**src/rtl/fifo_word_reader.sv**
```systemverilog
// Read-side consumer of the serial async FIFO: pulls bits, assembles words, hands them out on valid/ready.
// Optional macro WORD_READER_PARITY_EN appends an even-parity bit per word and adds o_Parity_Err.
module fifo_word_reader #(
   parameter int WORD_WIDTH = 8,
   parameter bit LSB_FIRST  = 1'b1
) (
   input  logic                  i_Clk,
   input  logic                  i_Rst,
   input  logic                  i_Empty,
   output logic                  o_R_en,
   input  logic                  i_Data_In,
   output logic [WORD_WIDTH-1:0] o_Word,
   output logic                  o_Valid,
   input  logic                  i_Ready,
   output logic                  o_Busy
`ifdef WORD_READER_PARITY_EN
   ,
   output logic                  o_Parity_Err
`endif
);

`ifdef WORD_READER_PARITY_EN
   localparam int NB = WORD_WIDTH + 1;
`else
   localparam int NB = WORD_WIDTH;
`endif
   localparam int CW = $clog2(NB + 1);

   typedef enum logic {
      FILL     = 1'b0,
      WAIT_OUT = 1'b1
   } state_t;

   state_t                state;
   logic [CW-1:0]         req_cnt;
   logic [CW-1:0]         rcv_cnt;
   logic                  rd_pend;
   logic [WORD_WIDTH-1:0] shift_q;
   logic [WORD_WIDTH-1:0] word_next;
   logic                  final_cap;
   logic                  out_free;
   logic                  issue_ok;
`ifdef WORD_READER_PARITY_EN
   logic                  park_err_q;
   logic                  err_next;
`endif

   assign final_cap = rd_pend && (rcv_cnt == CW'(NB - 1));
   assign out_free  = !o_Valid || i_Ready;

   // The first read of the next word may overlap the final capture of the current one.
   assign issue_ok  = (req_cnt < CW'(NB)) ||
                      ((req_cnt == CW'(NB)) && final_cap && out_free);
   assign o_R_en    = !i_Rst && (state == FILL) && !i_Empty && issue_ok;

   assign o_Busy    = (state == WAIT_OUT) || (req_cnt != '0) || (rcv_cnt != '0);

   // Merge the bit arriving this cycle so a completed word can be loaded without an extra cycle.
   always_comb begin
      word_next = shift_q;
      for (int i = 0; i < WORD_WIDTH; i++) begin
         if (rd_pend && (rcv_cnt == CW'(LSB_FIRST ? i : (WORD_WIDTH - 1 - i)))) begin
            word_next[i] = i_Data_In;
         end
      end
   end

`ifdef WORD_READER_PARITY_EN
   assign err_next = (^word_next) ^ i_Data_In;
`endif

   always_ff @(posedge i_Clk or posedge i_Rst) begin
      if (i_Rst) begin
         state   <= FILL;
         req_cnt <= '0;
         rcv_cnt <= '0;
         rd_pend <= 1'b0;
         shift_q <= '0;
         o_Word  <= '0;
         o_Valid <= 1'b0;
`ifdef WORD_READER_PARITY_EN
         park_err_q   <= 1'b0;
         o_Parity_Err <= 1'b0;
`endif
      end else begin
         rd_pend <= o_R_en;
         if (rd_pend) begin
            shift_q <= word_next;
         end
         case (state)
            FILL: begin
               if (final_cap) begin
                  if (out_free) begin
                     o_Word  <= word_next;
                     o_Valid <= 1'b1;
                     rcv_cnt <= '0;
                     req_cnt <= o_R_en ? CW'(1) : '0;
`ifdef WORD_READER_PARITY_EN
                     o_Parity_Err <= err_next;
`endif
                  end else begin
                     // Output still occupied: park the finished word and stop reading.
                     state   <= WAIT_OUT;
                     rcv_cnt <= rcv_cnt + CW'(1);
`ifdef WORD_READER_PARITY_EN
                     park_err_q <= err_next;
`endif
                  end
               end else begin
                  if (rd_pend) begin
                     rcv_cnt <= rcv_cnt + CW'(1);
                  end
                  if (o_R_en) begin
                     req_cnt <= req_cnt + CW'(1);
                  end
                  if (o_Valid && i_Ready) begin
                     o_Valid <= 1'b0;
                  end
               end
            end
            WAIT_OUT: begin
               if (i_Ready) begin
                  o_Word  <= shift_q;
                  o_Valid <= 1'b1;
                  rcv_cnt <= '0;
                  req_cnt <= '0;
                  state   <= FILL;
`ifdef WORD_READER_PARITY_EN
                  o_Parity_Err <= park_err_q;
`endif
               end
            end
            default: state <= FILL;
         endcase
      end
   end

endmodule

```
**config.mk**
```make
export PLATFORM = sky130hd
export DESIGN_NAME = fifo_word_reader
export DESIGN_NICKNAME = d
export VERILOG_FILES = /design/src/rtl/fifo_word_reader.sv
export SDC_FILE = /design/constraint.sdc
export NUM_CORES = 1
export LEC_CHECK = 0
export BUFFER_PORTS_ARGS = -buffer_cell sky130_fd_sc_hd__buf_2
export CORE_UTILIZATION = 61
export DETAILED_ROUTE_END_ITERATION = 12
export PLACE_DENSITY_LB_ADDON = 0.2
export RECOVER_POWER = 25
export SYNTH_ARGS = -nofsm -noshare
export SYNTH_HDL_FRONTEND = slang
export SYNTH_SLANG_ARGS = --single-unit
```
**constraint.sdc**
```tcl
create_clock -name i_Clk -period 3.03 [get_ports i_Clk]
set_input_delay 0.1515 -clock i_Clk [delete_from_list [all_inputs] [get_ports i_Clk]]
set_output_delay 0.1515 -clock i_Clk [all_outputs]
set_load 0.1 [all_outputs]
```
; Word level (Yosys, flattened, before mapping)
; Index checks and enable logic that the tools add are counted.
[op_classes]
muxes = 31
bitwise_logic = 1
n_lt_le_gt_ge = 1
n_eq_ne = 15
reduce_logical = 28
addsub = 2
[op_table]
columns = cell, count
row1 = two-way mux 4 bit, 7
row2 = two-way mux 8 bit, 3
row3 = "== test 4 x 3 -> 1 bit, second input constant", 4
row4 = two-way mux 1 bit, 16
row5 = one-hot mux 4 bit (2 select lines), 2
row6 = one-hot mux 8 bit (2 select lines), 1
row7 = logical AND 1 bit, 14
row8 = "!= test 3 bit, second input constant", 3
row9 = AND reduction 3 bit, 3
row10 = "adder 4 x 1 -> 4 bit, second input constant", 2
row11 = "== test 4 x 2 -> 1 bit, second input constant", 2
row12 = nonzero test 4 bit, 2
row13 = "!= test 2 bit, second input constant", 3
row14 = "== test 4 x 1 -> 1 bit, second input constant", 1
row15 = "== test 4 bit, second input constant", 1
row16 = zero test 4 bit, 1
row17 = logical OR 1 bit, 4
row18 = "< comparator 4 bit, second input constant", 1
row19 = one-hot mux 1 bit (2 select lines), 2
row20 = zero test 1 bit, 3
row21 = "!= test 3 x 2 -> 1 bit, second input constant", 1
row22 = AND reduction 2 bit, 1
row23 = inverter 1 bit, 1
[word_totals]
elab_cells = 85
input_bits = 5
reg_bits = 27

; Longest topological paths before layout
; Gate-level depths: netlist (run 1).
[logic_depth]
word_depth = 10
mapped_depth = 7

; Worst setup path before layout (run 1)
; OpenSTA, ideal clock, no wires.
[synth_path]
path_type = reg2reg
start = reg o_Valid
end = reg req_cnt[1]
slack_ns = 0.624
stages_incl_launch_ff = 5
n_path_buf = 0
required_time_ns = 2.908
t_arrival_ns = 2.284
setup_time_ns = 0.122
path_cell_list = dfrtp_1 -> nor2b_1 -> nor2_1 -> a41o_1 -> a32o_1
[synth_between]
elab_chain_len = 7
elab_cells_between_ends = 8
[synth_lines]
columns = item, line_no
row1 = start: declaration, 13  ; output logic o_Valid,
row2 = start signal: assignment, 80  ; o_Valid <= 1'b0;
row3 = start signal: assignment, 95  ; o_Valid <= 1'b1;
row4 = start signal: assignment, 117  ; o_Valid <= 1'b0;
row5 = zero test 1 bit, 49  ; assign out_free = !o_Valid || i_Ready;
row6 = logical OR 1 bit, 49
row7 = logical AND 1 bit, 53  ; ((req_cnt == CW'(NB)) && final_cap && out_free);
row8 = logical OR 1 bit, 52  ; assign issue_ok = (req_cnt < CW'(NB)) ||
row9 = logical AND 1 bit, 54  ; assign o_R_en = !i_Rst && (state == FILL) && !i_Empty && issue_ok;
row10 = via o_R_en, 10  ; output logic o_R_en,
row11 = != test 3 bit (no source line), -
row12 = AND reduction 3 bit (no source line), -
row13 = end signal: assignment, 97  ; req_cnt <= o_R_en ? CW'(1) : '0;
row14 = end signal: assignment, 114  ; req_cnt <= req_cnt + CW'(1);
row15 = end: declaration, 35  ; logic [CW-1:0] req_cnt;
; The timed path passes the listed nets, and every way through them passes these cells.
; A chain may end at the register's enable or synchronous reset.

; Worst setup path after layout (run 1)
[layout_path]
start = reg state
end = out o_R_en
[layout_between]
elab_chain_len = 4
[layout_lines]
columns = item, line_no
row1 = start: declaration, 34  ; state_t state;
row2 = start signal: assignment, 74  ; state <= FILL;
row3 = start signal: assignment, 103  ; state <= WAIT_OUT;
row4 = start signal: assignment, 127  ; state <= FILL;
row5 = inverter 1 bit, -
row6 = logical AND 1 bit (3 in a row), 54
row7 = end: declaration, 10
; Every way passes these cells.

==> summary by stage, run 1 <==
Routing
After detailed routing, the number of vias per cell comes to around 6. Once detail routing completed, the nets flagged for antenna violations numbered 0. The remaining routing DRC violations is 0. Across all layers, the routed design uses about 1.0k vias.

In the final routed layout, each cell accounts on average for between 15 and 20 um. The first-pass detailed-route iteration total is 4. The final layout contains routed wiring with a total length of approximately 2700 um. The first routing iteration left 19 violations.

Pwr
The relative contribution of combinational cells to total power is roughly half. Per report_power, the sequential group accounts for about 41% of the total. For this design the ratio of total power to cell area is 1031 nW/um2. The switching portion of total power is between 50% and 60%. The cell leakage power is around 0.7 nW. The worst IR drop on VDD is a little over 0.0008 V.

The internal power is ~0.77 mW. The net switching power is slightly below 0.8 mW. The fraction of power consumed by the clock network is under 10%.

Clock network
The number of instances resized during post-cts repair is 0. After clock tree synthesis, the clock-pin slew on the worst setup and hold paths is 0.14 ns. For the worst-skew pair, the clock arrives at the later sink with an insertion delay of 0.33 ns. The post-CTS repair timing setup buffer count is 0. The CTS tree is done. CTS saw 27 sinks. The root cell of the clock tree is sky130_fd_sc_hd__clkbuf_4. In this run, CTS created clock tree buffers numbering 3. No sink is reached through more buffers than the 2 on the longest clock path. The number of hold buffers added after cts is 0.

CTS built an H-tree with a depth of 1.

Timing
Setup repair after global routing left no endpoint under its margin. For the final database, setup skew stands at 0.007126 ns. Setup violations remaining at the end of the flow were counted as 0. The final hold violation count is 0. The actual transition at the worst max-transition pin is between 1 and 1.5 ns. The time the final worst path needs with I/O delays and setup is roughly 2.4 ns. Summed over all failing endpoints, the final setup total negative slack is 0 ns. The maximum clock rate is 423.2 MHz. Of the available clock period, the critical path in the final layout requires slightly below 80%. The worst pin sits at a relative slew slack of between 30 and 40%. The number of max-slew violations in the final report was 0.

Synth
The number of instances in the synthesized netlist is roughly 130. The synthesis-stage register bit count is 27. After synthesis, the netlist uses 30 different library cells. Averaged over all synthesized cells, the footprint is 10.68 um2. After Yosys synthesis, and, or, nand and nor cells account for approximately 18% of the synthesized area. Ranked by instance count, the synthesized netlist is headed by 27 x sky130_fd_sc_hd__dfrtp_1, 17 x sky130_fd_sc_hd__nand2_1, 14 x sky130_fd_sc_hd__o21ai_0.

The post-synthesis cell area is approximately 1400 um2. The dominant register cell in the synthesized netlist is sky130_fd_sc_hd__dfrtp_1. During synthesis, Yosys emitted a total of 0 warnings. The post-synthesis net count is around 140. Of the total synthesized cell area, the portion taken by full adders, half adders and majority gates is under 10%. The fraction of synthesized cell area in xor and xnor cells is 0%.

The mux cell area share after synthesis is 11.27%. The main combinational cell family by area after synthesis is simple AND/OR/NAND/NOR gates. After synthesis, the share of flip-flops with an asynchronous set or reset is 100.0%.

The register area share after synthesis is a little under half. The top cell type by total area after synthesis is sky130_fd_sc_hd__dfrtp_1. The cell with the most instances after synthesis is sky130_fd_sc_hd__dfrtp_1. Summing the areas of all compound-gate instances in the mapped netlist gives 12.51% of the synthesized area. Yosys attributes the largest share of cell area to sky130_fd_sc_hd__dfrtp_1 48%, sky130_fd_sc_hd__mux2i_1 5.7%, sky130_fd_sc_hd__mux2_2 5.6%. Summed over its instances, the top area cell type makes up between 40% and 50% of the synthesized netlist area.

The synthesized design contains 0 enable-type register cells.

GRT
For this run the aggregate overflow at the end of global routing stands at 0. The initial antenna violation count is 0. The total global routing track utilization is 25.21%. The largest net degree at the start of global routing is 28. The via count of the first global-routing pass is about 990. The first global-routing pass estimated ~4500 um of wire.

Run
The count of max-cap constraint violations is 0.

Finish
The repair_antennas step left the layout with diodes totalling 0. The post-route netlist has between 20% and 30% of its cells at a drive strength greater than 1. After the last flow step, the layout net total stands at 156. Compared with the post-synthesis result, the final layout area differs by 6.743%. Once layout is complete, the utilization of the core stands at between 60% and 70%.

Run status
The run finished with clean final reports.

Worst setup path
The worst reg2reg path depth is 4. The start-to-end type of the worst setup path is reg2out. Setup slack on the worst reg-to-reg path comes out at slightly above 1 ns.

The largest individual stage delay along the critical path comes from the cell sky130_fd_sc_hd__dfrtp_1. STA classifies the critical path endpoint as an output pin. The worst setup path is launched from a register. The launching point of the worst reg2reg path is state. In this run the worst path has a maximum fanout of 23. The data arrival time at the worst-slack endpoint is about 2.2 ns. The worst path required time is about 2.9 ns. Walking the worst path, the cells encountered are nor4_1 -> a41o_1 -> buf_2. The worst stage delay on the critical path is slightly above 0.7 ns. The worst register-to-register path ends at req_cnt[2].

Die
The floorplan step set the die height to 50.08 um. 16 I/O pins were placed. The total number of placement rows is 17. From left edge to right edge, the die measures 50.08 um. For this configuration, the core starts out at a cell density of about 64%. The placeable core region is 2191 um2. The die covers 2508 um2.

Placement
The final weighted congestion in routability-driven placement is ~0.86. The wire-length estimate of the detail-placed layout is a little under 2000 um. The number of buffers inserted by port buffering is 15.

Worst hold path
The min-delay analysis places its worst path in the category in2async.
## worst max-delay path: cells and delay by family (launching register included)
kind                   cells  cell delay [ns]
flip-flops                 1             0.71
AND/OR/NAND/NOR            1             0.52
AO/OA/AOI/OAI              1             0.21
buffers and inverters      1             0.44
## how the worst max path moves through the flow
stage | cells past startpoint | start | end
after floorplan | 4 | o_Valid | req_cnt[1]
after global placement | 3 | state | o_R_en
after detailed placement | 3 | state | o_R_en
after CTS | 3 | state | o_R_en
after global routing | 3 | state | o_R_en
final | 3 | state | o_R_en
## registers in the layout, summed over array words and instances, names as in the netlist
signal,flops
state,1
rcv_cnt,4
shift_q,8
o_Word,8
req_cnt,4
rd_pend,1
o_Valid,1
## power by group through the flow
stage	logic, mW	clock network, mW	registers, mW
6_report	0.761	0.153	0.638
3_3_place_gp	0.739	0	0.632
4_1_cts	0.767	0.160	0.638
5_1_grt	0.821	0.170	0.666
2_1_floorplan	0.360	0	0.903
3_5_place_dp	0.764	0	0.648
## cells by family after synthesis
kind of cell    Yosys count
buf+inv                  15
compound gates           27
flops                    27
simple gates             42
mux                      15
fa+ha+maj                 6
## cells in the final DEF (no fill, tap or decap)
| cell | netlist | layout |
|---|---|---|
| sky130_fd_sc_hd__a21o_1 | 1 | 1 |
| sky130_fd_sc_hd__a21oi_1 | 1 | 1 |
| sky130_fd_sc_hd__dfrtp_1 | 27 | 27 |
| sky130_fd_sc_hd__nor2b_1 | 4 | 4 |
| sky130_fd_sc_hd__or2_4 | 1 | 1 |
| sky130_fd_sc_hd__nand4b_1 | 4 | 4 |
| sky130_fd_sc_hd__and4b_1 | 1 | 1 |
| sky130_fd_sc_hd__and4bb_2 | 4 | 4 |
| sky130_fd_sc_hd__o31ai_1 | 1 | 1 |
| sky130_fd_sc_hd__o21bai_1 | 1 | 1 |
| sky130_fd_sc_hd__o21ai_0 | 14 | 14 |
| sky130_fd_sc_hd__a32o_1 | 1 | 1 |
| sky130_fd_sc_hd__mux2i_1 | 8 | 8 |
| sky130_fd_sc_hd__a211o_1 | 1 | 1 |
| sky130_fd_sc_hd__clkbuf_4 | 0 | 3 |
| sky130_fd_sc_hd__inv_1 | 7 | 7 |
| sky130_fd_sc_hd__clkbuf_1 | 0 | 1 |
| sky130_fd_sc_hd__nor3_1 | 2 | 2 |
| sky130_fd_sc_hd__nand4_1 | 3 | 3 |
| sky130_fd_sc_hd__nor2_1 | 4 | 4 |
| sky130_fd_sc_hd__a22o_1 | 2 | 2 |
| sky130_fd_sc_hd__a41o_1 | 1 | 1 |
| sky130_fd_sc_hd__buf_2 | 6 | 14 |
| sky130_fd_sc_hd__o311ai_0 | 2 | 2 |
| sky130_fd_sc_hd__o41ai_1 | 1 | 1 |
| sky130_fd_sc_hd__clkinv_2 | 0 | 1 |
| sky130_fd_sc_hd__o22ai_1 | 1 | 1 |
| sky130_fd_sc_hd__ha_1 | 6 | 6 |
| sky130_fd_sc_hd__nor4_1 | 2 | 2 |
| sky130_fd_sc_hd__buf_4 | 1 | 1 |
| sky130_fd_sc_hd__mux2_2 | 7 | 7 |
| sky130_fd_sc_hd__nand2_1 | 17 | 17 |
## per-layer routing
| metal | global-route usage (%) | vias up | wire (um) |
|---|---|---|---|
| met3 | 4.321 | 6 | 91 |
| met5 | 0 | - | 0 |
| met2 | 39.11 | 22 | 1284 |
| met1 | 33.67 | 496 | 1217 |
| li1 | - | 501 | - |
| met4 | 12.86 | 0 | 63 |
## layout make-up
cell class	instances	area, um2
clock buffer	3	22.52
clock inverter	1	5.005
fill	178	685.7
inverter	7	26.28
multi-input combinational	90	659.4
sequential	27	675.6
tap	28	35.03
timing repair buffer	16	81.33
## per-stage QoR
step                setup slack (ns)  total power [mW]  cell area (um2)  hold slack (ns)  cells
floorplan                     0.6240             1.262             1410           0.2042    132
global placement               1.148             1.370             1479           0.4270    168
detailed placement             1.042             1.412             1479           0.4450    168
CTS                           0.6633             1.564             1506          0.08129    172
global route                  0.5277             1.657             1505          0.09365    172
finish                        0.6671             1.552             1505          0.04524    172
Note: power is estimated with default switching activity, not from simulation.
==> run 2, diff against run 1 <==
- CORE_UTILIZATION: 61 -> 51
- clock period: 3.03 -> 1.96 ns (I/O delays scaled with it)
==> run 2 against run 1 <==
Critical path depth up 2. Critical path type unchanged. Die area up 19%. Utilization down 5.8 points. Register-to-register slack worse by 0.82 ns. Count of clock-buffer cells in the layout up 1. Largest cell class unchanged. Clock power up 61%. Clock skew up 0.0077 ns. First-iteration DRC count up 53%. Non-clock buffer count up 9.
==> summary by stage, run 2 (same netlist as run 1, synthesis figures left out) <==
Placement
Port buffering added 15 buffers. The total instance count after detailed placement is roughly 170. Detailed placement ended at an HPWL of 1952 um. The worst slack at placement is 0.1541 ns. Once placement finished, the instance area stood at 1529 um2. Routability-driven placement finished with a final weighted congestion of around 0.91.

Clock network
After clock tree synthesis, the clock-pin slew on the worst setup and hold paths is roughly 0.15 ns. The number of H-tree levels is 1. In this run the clock root is driven by a sky130_fd_sc_hd__clkbuf_4. No sink is reached through more buffers than the 2 on the longest clock path. The CTS tree is done. For this design, the sink count on the clock tree is 27.

The clock latency on the worst-skew pair is 0.34 ns. The total clock buffers created by CTS is 3.

GRT
Across every metal layer, demand over resource in global routing totals a little under a quarter. For this run the aggregate overflow at the end of global routing stands at 0. The initial antenna violation count is 0. The via count of the first global-routing pass is between 1k and 1.5k. Entering global routing, the biggest net connects 28 pins. The global-route wire length before repair is 4885 um.

Worst setup path
Data on the critical path is required at its endpoint by around 1.9 ns. STA classifies the critical path startpoint as a register. The maximum fanout count along the critical path is 5. The critical path is of the reg2out type. For the worst setup path, the data arrival time is approximately 1.8 ns.

STA classifies the critical path endpoint as an output pin.

Finish
The area added between synthesis and finish is 13.49%. Once layout is done, the placed cells without fillers occupy between 1500 and 2000 um2. In the final layout, flip-flops and latches occupy around 680 um2. The top cell types in the final layout, fill and taps aside, are 23 x sky130_fd_sc_hd__dfrtp_1, 17 x sky130_fd_sc_hd__nand2_1, 14 x sky130_fd_sc_hd__o21ai_0. The most common cell after layout, fill and taps aside is sky130_fd_sc_hd__dfrtp_1.

The layout has ~220 filler cells. The share of the core filled with cells in the final layout is 62.88%. For this run, the post-layout net count is around 170.

The number of diodes is 0. The combined area of the multi-input logic cells is 665.6 um2. The final cell count without fillers is roughly 180. In the final layout, the registers with the most flip-flops are o_Word (8), shift_q (8). Of the cells placed in the final design, the portion with a size suffix greater than 1 is between 20% and 30%.

Timing
The final hold violation count is 0. The worst-case headroom to the max-slew limit is between 50% and 60%. The actual transition at the worst max-transition pin is between 0.6 and 0.7 ns. The final critical path takes up ~98% of the cycle.

The post-route setup TNS is 0 ns. The final setup slack of the worst path is between 0.04 and 0.05 ns. The time the final worst path needs with I/O delays and setup is 1.914 ns.

The number of max-slew violations in the final report came to 0. The final-layout worst hold slack is approximately 0.036 ns. Clock skew on the completed layout was measured at 0.01485 ns.

Static timing analysis puts the maximum clock frequency at between 500 and 600 MHz. The total of endpoints with negative setup slack in the final report is 0.

Pwr
Dividing total power by cell area gives a power density of around 1500 nW/um2. Net switching is about half of the power. The internal portion of the total power is about 1.2 mW. The cell leakage power is roughly 0.73 nW. In this run the power spent charging and discharging nets is roughly 1.2 mW. Across the VDD grid, the largest voltage drop is 0.001101 V. The clock network burns about 10% of the power. Per report_power, the combinational group accounts for between 50% and 60% of the total. The total power draw is between 2 and 2.5 mW. Registers are responsible for around two fifths of the overall power.

Run status
The run finished with clean final reports.

Routing
The total wirelength of the detailed-routed design is approximately 2800 um. The remaining routing DRC violations is 0. The first routing iteration left 29 violations. The final routed wire length divided by cell count is approximately 15 um.

In the routed layout, each cell is associated on average with a via count of about 5.7. The first detailed-routing pass took 4 iterations. The count of antenna-violating nets left after detailed routing is 0. The total via count after detailed routing is 1038.

Die
The total number of placement rows is 18. The die extent in y is 54.58 um. The floorplan step defined a die boundary enclosing between 2000 and 3000 um2. 16 I/O pins were placed. Measured along the x axis, the die boundary spans about 55 um. The region available for standard cell placement spans between 2000 and 3000 um2. The effective utilization at floorplan is ~55%.

Worst hold path
The type of the tightest min-delay check is in2reg.

Run
Across the run, the number of max-cap violations was 0.
-- run 2: path summary, 6_finish.rpt --
kind | from | endpoint | slack [ns] | cells past startpoint
setup reg to reg | rcv_cnt[0] | o_Word[0] | 0.21 | 7
min in group asynchronous | i_Rst | req_cnt[0] | 0.47 | 4
hold / removal | i_Ready | o_Valid | 0.04 | 2
max in group asynchronous | i_Rst | rcv_cnt[3] | 1.01 | 4
hold reg to reg | o_Word[1] | o_Word[1] | 0.50 | 2
setup / recovery | rcv_cnt[0] | o_R_en | 0.05 | 5
-- run 2: power by group through the flow --
stage | combinational, mW | clock, mW | sequential, mW
6_report | 1.24 | 0.246 | 0.985
2_1_floorplan | 0.557 | 0 | 1.40
5_1_grt | 1.33 | 0.274 | 1.02
3_5_place_dp | 1.18 | 0 | 1.00
4_1_cts | 1.24 | 0.256 | 0.975
3_3_place_gp | 1.16 | 0 | 0.986
-- run 2: critical path, cell delays in order, from the launching register on --
cell and delay, ns:
sky130_fd_sc_hd__dfrtp_1 0.40, sky130_fd_sc_hd__ha_2 0.22, sky130_fd_sc_hd__nand4b_1 0.20, sky130_fd_sc_hd__nor2_2 0.19, sky130_fd_sc_hd__a41o_2 0.29, sky130_fd_sc_hd__buf_12 0.19
-- run 2: timing repair --
action | in CTS | in global routing
hold buffers | 1 | 0
setup endpoints to repair | 1 | 1
setup buffers | 2 | 2
pin swaps | 0 | 1
cloned | 0 | 0
resized for setup | 2 | 3
endpoints found under the hold margin | 27 | 0
-- run 2: final cells by class --
cell class	count	share of cell area [%]
sequential	27	42.53
multi-input combinational	90	41.60
timing repair buffer	25	10.24
tap	30	2.346
clock buffer	4	1.642
inverter	7	1.642
-- run 2: routing by layer --
layer | global-route usage, % | wire, um | vias to the layer above
met5 | 0 | 0 | -
met4 | 10.68 | 59 | 0
met3 | 3.611 | 112 | 7
met2 | 34.74 | 1268 | 26
met1 | 34.22 | 1369 | 486
li1 | - | - | 519
